File: config.mk
export PLATFORM = sky130hd
export DESIGN_NAME = sym_src_4ask
export DESIGN_NICKNAME = d
export VERILOG_FILES = /design/src/rtl/sym_src_4ask.sv
export SDC_FILE = /design/constraint.sdc
export NUM_CORES = 1
export LEC_CHECK = 0
export BUFFER_PORTS_ARGS = -buffer_cell sky130_fd_sc_hd__buf_2
export CAP_MARGIN = 20
export CORE_UTILIZATION = 50
export CTS_BUF_LIST = sky130_fd_sc_hd__clkbuf_8
export DETAILED_ROUTE_END_ITERATION = 8
export HOLD_SLACK_MARGIN = 0.08
export PLACE_DENSITY = 0.78
export SLEW_MARGIN = 20
export SYNTH_ARGS = -nofsm -noshare
export SYNTH_HDL_FRONTEND = slang
export SYNTH_SLANG_ARGS = --single-unit
File: constraint.sdc
create_clock -name sys_clk -period 1.8 [get_ports sys_clk]
set_input_delay 0 -clock sys_clk [delete_from_list [all_inputs] [get_ports sys_clk]]
set_output_delay 0 -clock sys_clk [all_outputs]
set_load 0.01 [all_outputs]
File: src/rtl/sym_src_4ask.sv
// sym_src_4ask -- stimulus source for the halfband filter.
//
// Produces a zero-stuffed sample stream in 1s17 format at the filter input
// rate (sys_clk2_en). One symbol is emitted per qualified sam_clk_en strobe;
// every other input-rate tick carries a zero. Symbol content is selected by
// the mode latched at start: all-zero, a single impulse, PRBS-driven 4-ASK
// (Gray mapped), or a constant outer level.
//
// Run control: IDLE -start-> ARM -first symbol-> RUN -last symbol-> DONE -> IDLE.
// A stop pulse aborts ARM/RUN on the next edge. The last symbol of a run is
// held on x_out through DONE, so the filter still samples it once; x_out
// returns to zero on the DONE->IDLE tick.

module sym_src_4ask #(
    parameter int                        WIDTH    = 18,
    parameter int                        LFSR_LEN = 22,
    parameter logic [LFSR_LEN-1:0]       SEED     = 22'h3FFFFF,
    parameter logic signed [WIDTH-1:0]   LVL_A    = 18'sd21845,
    parameter int                        N_SYM    = 1024
) (
    input  logic                       sys_clk,
    input  logic                       reset,
    input  logic                       sys_clk2_en,
    input  logic                       sam_clk_en,
    input  logic [1:0]                 mode,
    input  logic                       start,
    input  logic                       stop,
    input  logic                       seed_load,
    input  logic [LFSR_LEN-1:0]        seed,
    output logic signed [WIDTH-1:0]    x_out,
    output logic                       x_valid,
    output logic [1:0]                 sym_bits,
    output logic                       busy,
    output logic                       done
);

    // Run-control states.
    localparam logic [1:0] ST_IDLE = 2'd0;
    localparam logic [1:0] ST_ARM  = 2'd1;
    localparam logic [1:0] ST_RUN  = 2'd2;
    localparam logic [1:0] ST_DONE = 2'd3;

    // Symbol modes.
    localparam logic [1:0] MODE_ZERO  = 2'd0;
    localparam logic [1:0] MODE_IMP   = 2'd1;
    localparam logic [1:0] MODE_PRBS  = 2'd2;
    localparam logic [1:0] MODE_CONST = 2'd3;

    // 4-ASK levels. The outer level 3a = 65535 and its negation both fit in
    // 1s17, so no saturation is needed anywhere in the datapath.
    localparam logic signed [WIDTH-1:0] LVL_P1 = LVL_A;
    localparam logic signed [WIDTH-1:0] LVL_M1 = -LVL_A;
    localparam logic signed [WIDTH-1:0] LVL_P3 = WIDTH'(3 * LVL_A);
    localparam logic signed [WIDTH-1:0] LVL_M3 = -LVL_P3;

    // Symbol counter; wraps freely in the unbounded (N_SYM = 0) case.
    localparam int             CNT_W    = 16;
    localparam bit             HAS_END  = (N_SYM > 0);
    localparam logic [CNT_W-1:0] CNT_LAST = HAS_END ? CNT_W'(N_SYM - 1) : '0;

    logic [1:0]              state;
    logic [1:0]              state_next;
    logic [1:0]              mode_q;
    logic [CNT_W-1:0]        sym_cnt;
    logic [LFSR_LEN-1:0]     lfsr;

    logic                    tick;
    logic                    sym;
    logic                    active;
    logic                    stop_hit;
    logic                    start_ok;
    logic                    arm_go;
    logic                    run_sym;
    logic                    emit;
    logic                    last_sym;
    logic [1:0]              lfsr_b;
    logic                    lfsr_fb;
    logic signed [WIDTH-1:0] sym_val;

    assign tick     = sys_clk2_en;
    assign sym      = sys_clk2_en & sam_clk_en;
    assign active   = (state == ST_ARM) | (state == ST_RUN);
    // A stop aborts the run even if it coincides with a symbol strobe.
    assign stop_hit = stop & active;
    assign start_ok = (state == ST_IDLE) & start & ~stop;
    assign arm_go   = (state == ST_ARM) & sym & ~stop;
    assign run_sym  = (state == ST_RUN) & sym & ~stop;
    assign emit     = arm_go | run_sym;
    assign last_sym = emit & HAS_END & (sym_cnt == CNT_LAST);

    // Symbol bit pair is taken from the two top LFSR bits before the shift.
    assign lfsr_b  = lfsr[LFSR_LEN-1 -: 2];
    assign lfsr_fb = lfsr_b[1] ^ lfsr_b[0];

    assign busy = active;

    // Next-state logic for the run controller.
    always_comb begin
        // NOTE: default first so every path assigns state_next and no latch is inferred.
        state_next = state;
        case (state)
            ST_IDLE: if (start_ok) state_next = ST_ARM;
            ST_ARM: begin
                if (stop)        state_next = ST_IDLE;
                else if (arm_go) state_next = last_sym ? ST_DONE : ST_RUN;
            end
            ST_RUN: begin
                if (stop)          state_next = ST_IDLE;
                else if (last_sym) state_next = ST_DONE;
            end
            ST_DONE: if (tick) state_next = ST_IDLE;
            default: state_next = ST_IDLE;
        endcase
    end

    // Symbol value for the latched mode (Gray-mapped levels in PRBS mode).
    always_comb begin
        sym_val = '0;
        case (mode_q)
            MODE_ZERO:  sym_val = '0;
            MODE_IMP:   sym_val = arm_go ? LVL_P3 : '0;
            MODE_PRBS: begin
                case (lfsr_b)
                    2'b00:   sym_val = LVL_M3;
                    2'b01:   sym_val = LVL_M1;
                    2'b11:   sym_val = LVL_P1;
                    default: sym_val = LVL_P3;
                endcase
            end
            MODE_CONST: sym_val = LVL_P3;
            default:    sym_val = '0;
        endcase
    end

    // State register and one-cycle done pulse on entry to DONE.
    always_ff @(posedge sys_clk or negedge reset) begin
        if (!reset) begin
            // NOTE: non-blocking assignments keep every register sampling pre-edge values.
            state <= ST_IDLE;
            done  <= 1'b0;
        end else begin
            state <= state_next;
            done  <= (state_next == ST_DONE) && (state != ST_DONE);
        end
    end

    // Mode capture at start and per-run symbol counter.
    always_ff @(posedge sys_clk or negedge reset) begin
        if (!reset) begin
            mode_q  <= MODE_ZERO;
            sym_cnt <= '0;
        end else if (start_ok) begin
            mode_q  <= mode;
            sym_cnt <= '0;
        end else if (emit) begin
            sym_cnt <= sym_cnt + CNT_W'(1);
        end
    end

    // PRBS register: seed load in IDLE (zero seed replaced to avoid lockup),
    // shift once per emitted PRBS symbol.
    always_ff @(posedge sys_clk or negedge reset) begin
        if (!reset) begin
            lfsr     <= SEED;
            sym_bits <= 2'b00;
        end else if ((state == ST_IDLE) && seed_load) begin
            lfsr <= (seed == '0) ? SEED : seed;
        end else if (emit && (mode_q == MODE_PRBS)) begin
            lfsr     <= {lfsr[LFSR_LEN-2:0], lfsr_fb};
            sym_bits <= lfsr_b;
        end
    end

    // Sample output: symbol on a strobe, zero-stuff on other ticks, cleared on stop.
    always_ff @(posedge sys_clk or negedge reset) begin
        if (!reset) begin
            x_out   <= '0;
            x_valid <= 1'b0;
        end else begin
            x_valid <= tick & (((state == ST_ARM) & sam_clk_en) | (state == ST_RUN));
            if (stop_hit) begin
                x_out <= '0;
            end else if (tick) begin
                x_out <= emit ? sym_val : '0;
            end
        end
    end

endmodule
==> results of run 1 <==
==> power by group through the flow <==
stage / Clock, mW / Sequential [mW] / Combinational (mW)
final: 0.824 / 1.87 / 1.81
after global routing: 0.882 / 1.91 / 1.98
after CTS: 0.842 / 1.86 / 1.61
after detailed placement: 0 / 1.88 / 1.55
after global placement: 0 / 1.86 / 1.50
after floorplan: 0 / 1.83 / 1.06
==> final timing paths <==
kind                                  to  cells past startpoint      from  slack, ns
worst max register to register   x_valid                      7  state[1]       0.02
worst min-delay path            state[0]                      4     start       0.18
min in group asynchronous        x_valid                      3     reset       0.21
max in group asynchronous        lfsr[3]                      3     reset       1.30
worst min register to register  x_out[0]                      1  x_out[0]       0.48
worst max-delay path             x_valid                      7  state[1]       0.02
==> flip-flops by register name (all words and copies together), names as in the netlist <==
signal    flops
done          1
sym_bits      2
x_valid       1
state         2
sym_cnt      16
x_out         4
lfsr         22
mode_q        2
==> worst max-delay path, delay by kind of cell, from the launching register on <==
family          cells  cell delay (ns)
flops               1             0.40
fa+ha+maj           1             0.19
simple gates        1             0.05
buf+inv             4             0.93
compound gates      1             0.10
==> cell families after synthesis <==
group	after synthesis	synth area share
flops	50	0.449
mux	24	0.0852
compound gates	58	0.158
fa+ha+maj	10	0.0439
xor+xnor	8	0.0246
buf+inv	32	0.0672
simple gates	85	0.172
==> cell type report <==
type                    instances  area [µm²]
fillers                       363        1690
multi-input cells             185        1490
flip-flops and latches         50        1280
repair buffers                110         808
well taps                      72        90.1
clock buffers                   5        68.8
clock inverters                 3        47.5
inverters                       8        30.0
==> metrics by stage <==
step	setup slack (ns)	setup TNS, ns	total power [mW]	std cells	utilization
finish	0.0230	0	4.50	433	0.693
global placement	0.0777	0	3.36	394	0.597
global route	-0.0568	-0.267	4.77	433	0.693
CTS	0.0123	0	4.31	430	0.669
detailed placement	0.0283	0	3.43	394	0.597
floorplan	-0.00290	-0.0580	2.89	267	-
==> layout by cell type, fill, tap and decap left out, drive strengths merged, types with 2 or more instances in the layout <==
cell,instances
a21oi,11
nor2b,6
nor2,16
and2,2
or4,2
buf,82
o21ai,7
ha,10
a41o,3
xnor2,6
nand4,7
a2bb2oi,22
mux2i,22
inv,9
nand3b,2
nand2,20
a31o,2
nand3,4
clkbuf,5
nor3,7
dfrtp,28
xor2,2
dfstp,22
dlygate4sd3,28
mux2,2
nor4,6
or2,2
and3,3
a31oi,3
or3,3
==> metal layers <==
| layer | part of all wire | wire, µm | vias to the layer above |
|---|---|---|---|
| li1 | - | - | 1149 |
| met1 | 0.45 | 3070 | 1158 |
| met2 | 0.49 | 3290 | 80 |
| met3 | 0.035 | 239 | 14 |
| met4 | 0.022 | 148 | 0 |
| met5 | 0 | 0 | - |
==> what timing repair did <==
action / CTS / global route
gates resized for setup: 0 / 22
endpoints found under the hold margin: 76 / 0
endpoints found under the setup margin: 0 / 42
setup buffers: 0 / 3
hold buffers: 28 / 0
==> metrics.yaml, run 1 <==
p_per_area_nw_per_um2: 1180
synth_top_cells_by_area: "dfrtp_1, dfstp_2, mux2i_1, a2bb2oi_1, ha_1"
slew_headroom: 0.765
grt_pass1_vias: 2279
path_common_cell: "buf_4"
clkSinkCount: 50
synth_seq_cells: 50
routed_wirelength_mm: 6.75
grt_util_met1: 0.311
fmax_mhz: 563
grt_pass1_wl_mm: 10.9
ys.warnings.count: 0
pin_count: 54
ant_nets: 0
path_class: "flip-flop to flip-flop"
pwr-share-clk: 0.183
grtUsageTotal: 0.230
min_period_over_period: 0.987
dr.pass1.iters: 4
core_area_um2: 5510
syn-instance-count: 267
grt_max_degree: 51
synth_most_common_cell: "dfrtp_1"
finalHoldViolCount: 0
hold_class: "input port to flip-flop"
yosysTopAreaCell: "dfrtp_1"
path_cells: "inv_1 > ha_4 > buf_4 > buf_4 > a21oi_2 > nor2b_1 > dlygate4sd3_1"
swShare: 0.345
dpl_cell_area_um2: 3290
final_nets: 401
slew_viol_final: 0
portBuffers: 53
gp_congestion: 0.884
avgSynthCellArea_um2: 10.7
dieArea_um2: 6000
hpwlAfterDp_mm: 4.29
vias_per_cell: 5.55
antenna_found_initial: 0
status: "completed"
gr-max-usage-layer: "met2"
clock_skew_ns: 0.0103
vias: 2401
die_x_um: 77.5
worstMarginPinSlew_ns: 0.351
worstPathArrival_ns: 1.97
htree_num_levels: 2
cts_buffers: 5
start_util: 0.517
startpoint_type: "flip-flop"
min_period_ns: 1.78
leakagePower_nw: 1.75
clock-root-buffer: "clkbuf_8"
synthesis.area_um2: 2850
crit_fanout: 5
fp-row-count: 27
grtUsageMet2: 0.366
grt.met3_usage: 0.0376
required_ns: 1.99
worst_skew_pair.late_latency_ns: 0.31
combPwrFrac: 0.401
power.internal_mw: 2.95
wl_per_cell_um: 15.6
critPathCaptureType: "flip-flop"
area.growth.synth_to_final_pct: 33.9
seq_area_frac_synth: 0.449
cts.clk_slew.worst_paths_ns: 0.09
finalInstanceArea_um2: 3810
setup_violations: 0
synth_common_cells: "dfrtp_1, a2bb2oi_1, dfstp_2, mux2i_1, nand2_1"
worst_path_largest_cell_delay_ns: 0.56
hold_ws_ns: 0.176
syn_nets: 308
diodes: 0
cpMaxStageDelayCell: "dlygate4sd3_1"
cap_violations: 0
power_switching_mw: 1.55
yosys.area.top_type_share: 0.246
drt_iter0_markers: 98
synthFlopType: "dfrtp_1"
ir_drop_uv: 803
die_h_um: 77.5
cts_tree: "done"
synth_cell_types: 53
async_flop_share: 1.00
route.detailed.drc: 0
clockBufferDepth: 2
seq_power_share: 0.416
synth_edf_count: 0
overflow: 0
drive_gt1_frac: 0.393
Power figures use the tool's default switching activity.
==> inputs of run 2 (changes only) <==
==> constraint.sdc (replaced) <==
create_clock -name sys_clk -period 1.8 [get_ports sys_clk]
set_input_delay 0.36 -clock sys_clk [delete_from_list [all_inputs] [get_ports sys_clk]]
set_output_delay 0.36 -clock sys_clk [all_outputs]
set_load 0.01 [all_outputs]
==> run 2 against run 1 <==
- setup slack gained 0.013 ns
- clock skew shrank 0.0020 ns
- sequential cell count is the same
- clock power shrank 13%
- critical endpoint is now done
- count of clock-buffer cells in the layout grew 1
- first-iteration DRC count grew 16%
==> metrics.yaml, run 2 (synthesis gave the netlist of run 1 again) <==
status: "completed"
clkSinkCount: 50
worstReg2RegStart: "state[0]"
cap_violations: 0
final_cell_mix: "buf_2, dfrtp_1, buf_4"
drt_iter0_markers: 114
grt_max_degree: 51
startpoint_type: "flip-flop"
worstRegToRegCells: 6
grtUsageTotal: 0.207
ant_nets: 0
vias_per_cell: 5.61
largest_reg_flops: 22
required_ns: 1.99
dr.pass1.iters: 4
antenna_found_initial: 0
endpoint: "done"
finalInstanceArea_um2: 3470
clockBufferDepth: 2
vias: 2274
worstMarginPinSlew_ns: 0.337
fin_util: 0.630
overflow: 0
clock-root-buffer: "clkbuf_8"
grt_pass1_vias: 2169
drive_gt1_frac: 0.393
routed_wirelength_mm: 6.09
slew_viol_final: 0
grt_pass1_wl_mm: 9.85
setup_violations: 0
slew_headroom: 0.772
leakagePower_nw: 1.63
pin_count: 54
hold_ws_ns: 0.248
cts_tree: "done"
critPathCaptureType: "flip-flop"
crit_fanout: 3
start_util: 0.517
fp-row-count: 27
dpl_cell_area_um2: 3250
finalSetupTns_ns: 0
largest-register: "lfsr"
critPathLaunch: "state[0]"
min_period_over_period: 0.980
cts.clk_slew.worst_paths_ns: 0.09
placed_cells: 391
final_nets: 373
gp_congestion: 0.920
die_h_um: 77.5
layout_commonest_cell: "buf_2"
worst_skew_pair.late_latency_ns: 0.31
route.detailed.drc: 0
rsz0062_at_grt: "true"
wl_per_cell_um: 15.0
die_x_um: 77.5
cts_buffers: 5
path_class: "flip-flop to flip-flop"
clock_skew_ns: 0.00834
dieArea_um2: 6000
finalHoldViolCount: 0
layout.cells.non_filler: 405
reg_top3: "lfsr: 22 flops, sym_cnt: 16 flops, x_out: 4 flops"
r2r-end: "done"
min_period_ns: 1.76
hold_class: "input port to flip-flop"
hpwlAfterDp_mm: 4.33
whs_path_depth: 3
area.growth.synth_to_final_pct: 21.7
core_area_um2: 5510
htree_num_levels: 2
rrSetupSlack_ns: 0.04
diodes: 0
fmax_mhz: 567
portBuffers: 53
worstPathArrival_ns: 1.95
p_per_area_nw_per_um2: 1210
ir_drop_uv: 630
==> run 2: changes by cell type in the layout (fill, tap and decap cells not counted), sizes merged <==
cell	previous run	this run
buf	82	80
bufinv	1	0
clkbuf	5	7
clkinv	1	0
dlygate4sd3	28	1
inv	9	10
==> run 2: timing repair <==
item                       CTS  global route
gates resized for setup      0             9
hold buffers                 1             0
hold endpoints to repair    28             0
setup endpoints to repair    0            27
buffers inserted             0             4
==> run 2: worst min path at each step <==
stage                 to  startpoint
2_1_floorplan       done       reset
3_3_place_gp    state[1]       reset
3_5_place_dp    state[1]       reset
4_1_cts        mode_q[1]     mode[1]
5_1_grt        mode_q[1]     mode[1]
6_report       mode_q[1]     mode[1]
==> run 2: power by group <==
group / internal (mW) / switching [mW] / total [mW]
clock: 0.318 / 0.399 / 0.717
sequential: 1.62 / 0.246 / 1.87
combinational: 0.759 / 0.847 / 1.61
==> run 2: metrics by stage <==
stage / total power, mW / setup WS, ns
after global placement: 3.30 / -0.00122
final: 4.19 / 0.0364
after floorplan: 2.89 / -0.00290
after CTS: 4.10 / 0.00698
after detailed placement: 3.38 / -0.111
after global routing: 4.45 / -0.0203
==> run 2: area by class of cell <==
class	count	area (µm²)
clock inverters	2	15.0
clock buffers	6	82.6
multi-input cells	185	1440
flip-flops and latches	50	1280
repair buffers	82	528
well taps	72	90.1
fillers	425	2040
inverters	8	30.0
==> run 2: worst max-delay path: stages (launching register included) <==
cell and delay (ns):
dfrtp_1 0.42, buf_4 0.16, ha_1 0.22, nor2b_1 0.17
a211o_1 0.28, a221oi_4 0.28, o22ai_1 0.12
==> run 2: metal layers <==
layer	wire length (µm)	part of all wire	global-route usage	vias to the layer above
met2	2890	0.48	0.335	64
li1	-	-	-	1094
met1	2890	0.48	0.281	1109
met5	0	0	0	-
met4	80	0.013	0.0868	0
met3	221	0.036	0.0259	7
==> inputs of run 3 (changes only) <==
--- a/config.mk
+++ b/config.mk
@@ -7,11 +7,12 @@
 export LEC_CHECK = 0
 export BUFFER_PORTS_ARGS = -buffer_cell sky130_fd_sc_hd__buf_2
 export CAP_MARGIN = 20
-export CORE_UTILIZATION = 50
+export CORE_ASPECT_RATIO = 1.4
+export CORE_UTILIZATION = 52
 export CTS_BUF_LIST = sky130_fd_sc_hd__clkbuf_8
 export DETAILED_ROUTE_END_ITERATION = 8
 export HOLD_SLACK_MARGIN = 0.08
-export PLACE_DENSITY = 0.78
+export PLACE_DENSITY = 0.81
 export SLEW_MARGIN = 20
 export SYNTH_ARGS = -nofsm -noshare
 export SYNTH_HDL_FRONTEND = slang
==> constraint.sdc (replaced) <==
create_clock -name sys_clk -period 1.6 [get_ports sys_clk]
set_input_delay 0.32 -clock sys_clk [delete_from_list [all_inputs] [get_ports sys_clk]]
set_output_delay 0.32 -clock sys_clk [all_outputs]
set_load 0.01 [all_outputs]
==> run 3 against run 2 <==
- first-iteration DRC count rose by 26%
- the run now ends with negative setup slack left
- final area rose by 19%
- maximum frequency fell by 7.5%
- largest cell class unchanged
- global-route usage rose by 4.3 points
- critical endpoint unchanged
- clock skew barely moved
- largest power group is now combinational logic
- setup slack got worse by 0.34 ns
==> metrics.yaml, run 3 (synthesis gave the netlist of run 1 again) <==
antenna_found_initial: 0
hpwlAfterDp_mm: 4.81
finalInstanceArea_um2: 4110
portBuffers: 53
layout_commonest_cell: "buf_2"
fmax_mhz: 525
required_ns: 1.82
finalHoldViolCount: 0
start_util: 0.544
die_x_um: 64.6
dieArea_um2: 5780
reg_top3: "lfsr: 22 flops, sym_cnt: 16 flops, x_out: 4 flops"
clkSinkCount: 50
area.growth.synth_to_final_pct: 44.2
status: "complete, but fails checks"
worstRegToRegCells: 6
finalSetupTns_ns: -8.02
cts_buffers: 5
rsz0062_at_grt: "true"
r2r-end: "done"
wl_met3_um: 269
cap_violations: 0
core_area_um2: 5240
htree_num_levels: 2
diodes: 0
worst_skew_pair.late_latency_ns: 0.30
worstPathArrival_ns: 2.12
endpoint: "done"
dr.pass1.iters: 4
cpMaxStageDelayCell: "dfrtp_1"
startpoint_type: "flip-flop"
worstMarginPinSlew_ns: 0.553
worst_path_largest_cell_delay_ns: 0.45
wl_met1_mm: 2.95
slew_viol_final: 0
path_cells: "inv_2 > ha_4 > o2111ai_4 > nor4_4 > nand4_1 > o22ai_2"
routed_wirelength_mm: 8.16
path_class: "flip-flop to flip-flop"
vias_per_cell: 5.76
setup_violations: 45
grt_pass1_wl_mm: 11.0
met2WireLength_mm: 4.65
whs_path_depth: 3
crit_family: "simple AND/OR/NAND/NOR gates"
leakagePower_nw: 1.91
slew_headroom: 0.631
final_nets: 410
largest_reg_flops: 22
dpl_cell_area_um2: 3490
crit_fanout: 4
final_cell_mix: "buf_2, buf_4, dfrtp_1"
ir_drop_uv: 983
drt_iter0_markers: 144
fp-row-count: 31
gp_congestion: 0.865
violations: "negative setup slack"
cp_num_buf_inv: 1
clock_skew_ns: 0.00787
largest-register: "lfsr"
min_period_ns: 1.91
die_h_um: 89.6
clockBufferDepth: 2
grt_pass1_vias: 2439
vias: 2510
hold_class: "input port to flip-flop"
ant_nets: 0
grtUsageTotal: 0.250
pin_count: 54
drive_gt1_frac: 0.549
grt_max_degree: 25
cts.clk_slew.worst_paths_ns: 0.09
cts_tree: "done"
min_period_over_period: 1.19
route.detailed.drc: 0
maxUsedRoutingLayer: "met4"
clock-root-buffer: "clkbuf_8"
worstReg2RegStart: "state[1]"
pre_cts_slack_ns: -0.206
overflow: 0
critPathCaptureType: "flip-flop"
timing.final.ws_setup_ns: -0.306
wl_per_cell_um: 18.7
p_per_area_nw_per_um2: 1370
critPathLaunch: "state[1]"
total_power_mw: 5.63
rrSetupSlack_ns: -0.31
cp.depth: 6
-- run 3: cell types whose count changed in the layout (fill, tap and decap cells not counted), moves of 4 or more --
cell       delta
a2bb2oi_1     -4
mux2i_4       +4
o21ai_0       -4
a2bb2oi_2     +4
buf_6        +15
ha_4          +5
a21oi_2       +5
a21oi_1       -5
mux2i_1       -4
buf_4        +23
-- run 3: worst min-delay path by stage --
stage | from | end | slack [ns]
floorplan | reset | done | 0.02
global placement | x_out[0] | x_out[0] | 0.46
detailed placement | x_out[0] | x_out[0] | 0.47
CTS | mode[0] | mode_q[0] | 0.22
global route | mode[0] | mode_q[0] | 0.22
finish | mode[0] | mode_q[0] | 0.23
-- run 3: metrics by stage --
stage               cells  hold slack (ns)   util
finish                436            0.226  0.785
global route          436            0.221  0.785
CTS                   424            0.221  0.719
detailed placement    411            0.465  0.666
global placement      411            0.464  0.666
floorplan             267           0.0244      -
-- run 3: report_power, final --
part / switching (mW) / internal [mW] / total (mW) / leakage [nW]
logic: 1.27 / 1.33 / 2.60 / 1.24
registers: 0.334 / 1.83 / 2.16 / 0.613
clock network: 0.410 / 0.460 / 0.871 / 0.0579
total: 2.01 / 3.62 / 5.63 / 1.91
-- run 3: what timing repair did --
| action | 4_1_cts | 5_1_grt |
|---|---|---|
| hold buffers | 0 | 0 |
| gates resized for setup | 30 | 52 |
| setup buffers | 4 | 13 |
| cloned | 1 | 0 |
| pin swaps | 26 | 32 |
| endpoints found under the setup margin | 26 | 48 |
-- run 3: worst reg2reg max path: cells and delay by family, from the launching register on --
| family | cells | cell delay, ns |
|---|---|---|
| simple gates | 2 | 0.63 |
| flops | 1 | 0.45 |
| compound gates | 2 | 0.43 |
| fa+ha+maj | 1 | 0.19 |
| buf+inv | 1 | 0.13 |
-- run 3: metal layers --
| layer | track usage | up-vias |
|---|---|---|
| met2 | 0.456 | 89 |
| met1 | 0.244 | 1219 |
| li1 | - | 1178 |
| met3 | 0.0833 | 24 |
| met5 | 0 | - |
| met4 | 0.152 | 0 |
-- run 3: final cells by class --
cell class	count	area, µm²
clock inverter	3	40.0
tap	66	82.6
multi-input combinational	185	1740
sequential	50	1280
inverter	8	32.5
fill	300	1130
clock buffer	5	68.8
timing repair buffer	119	870
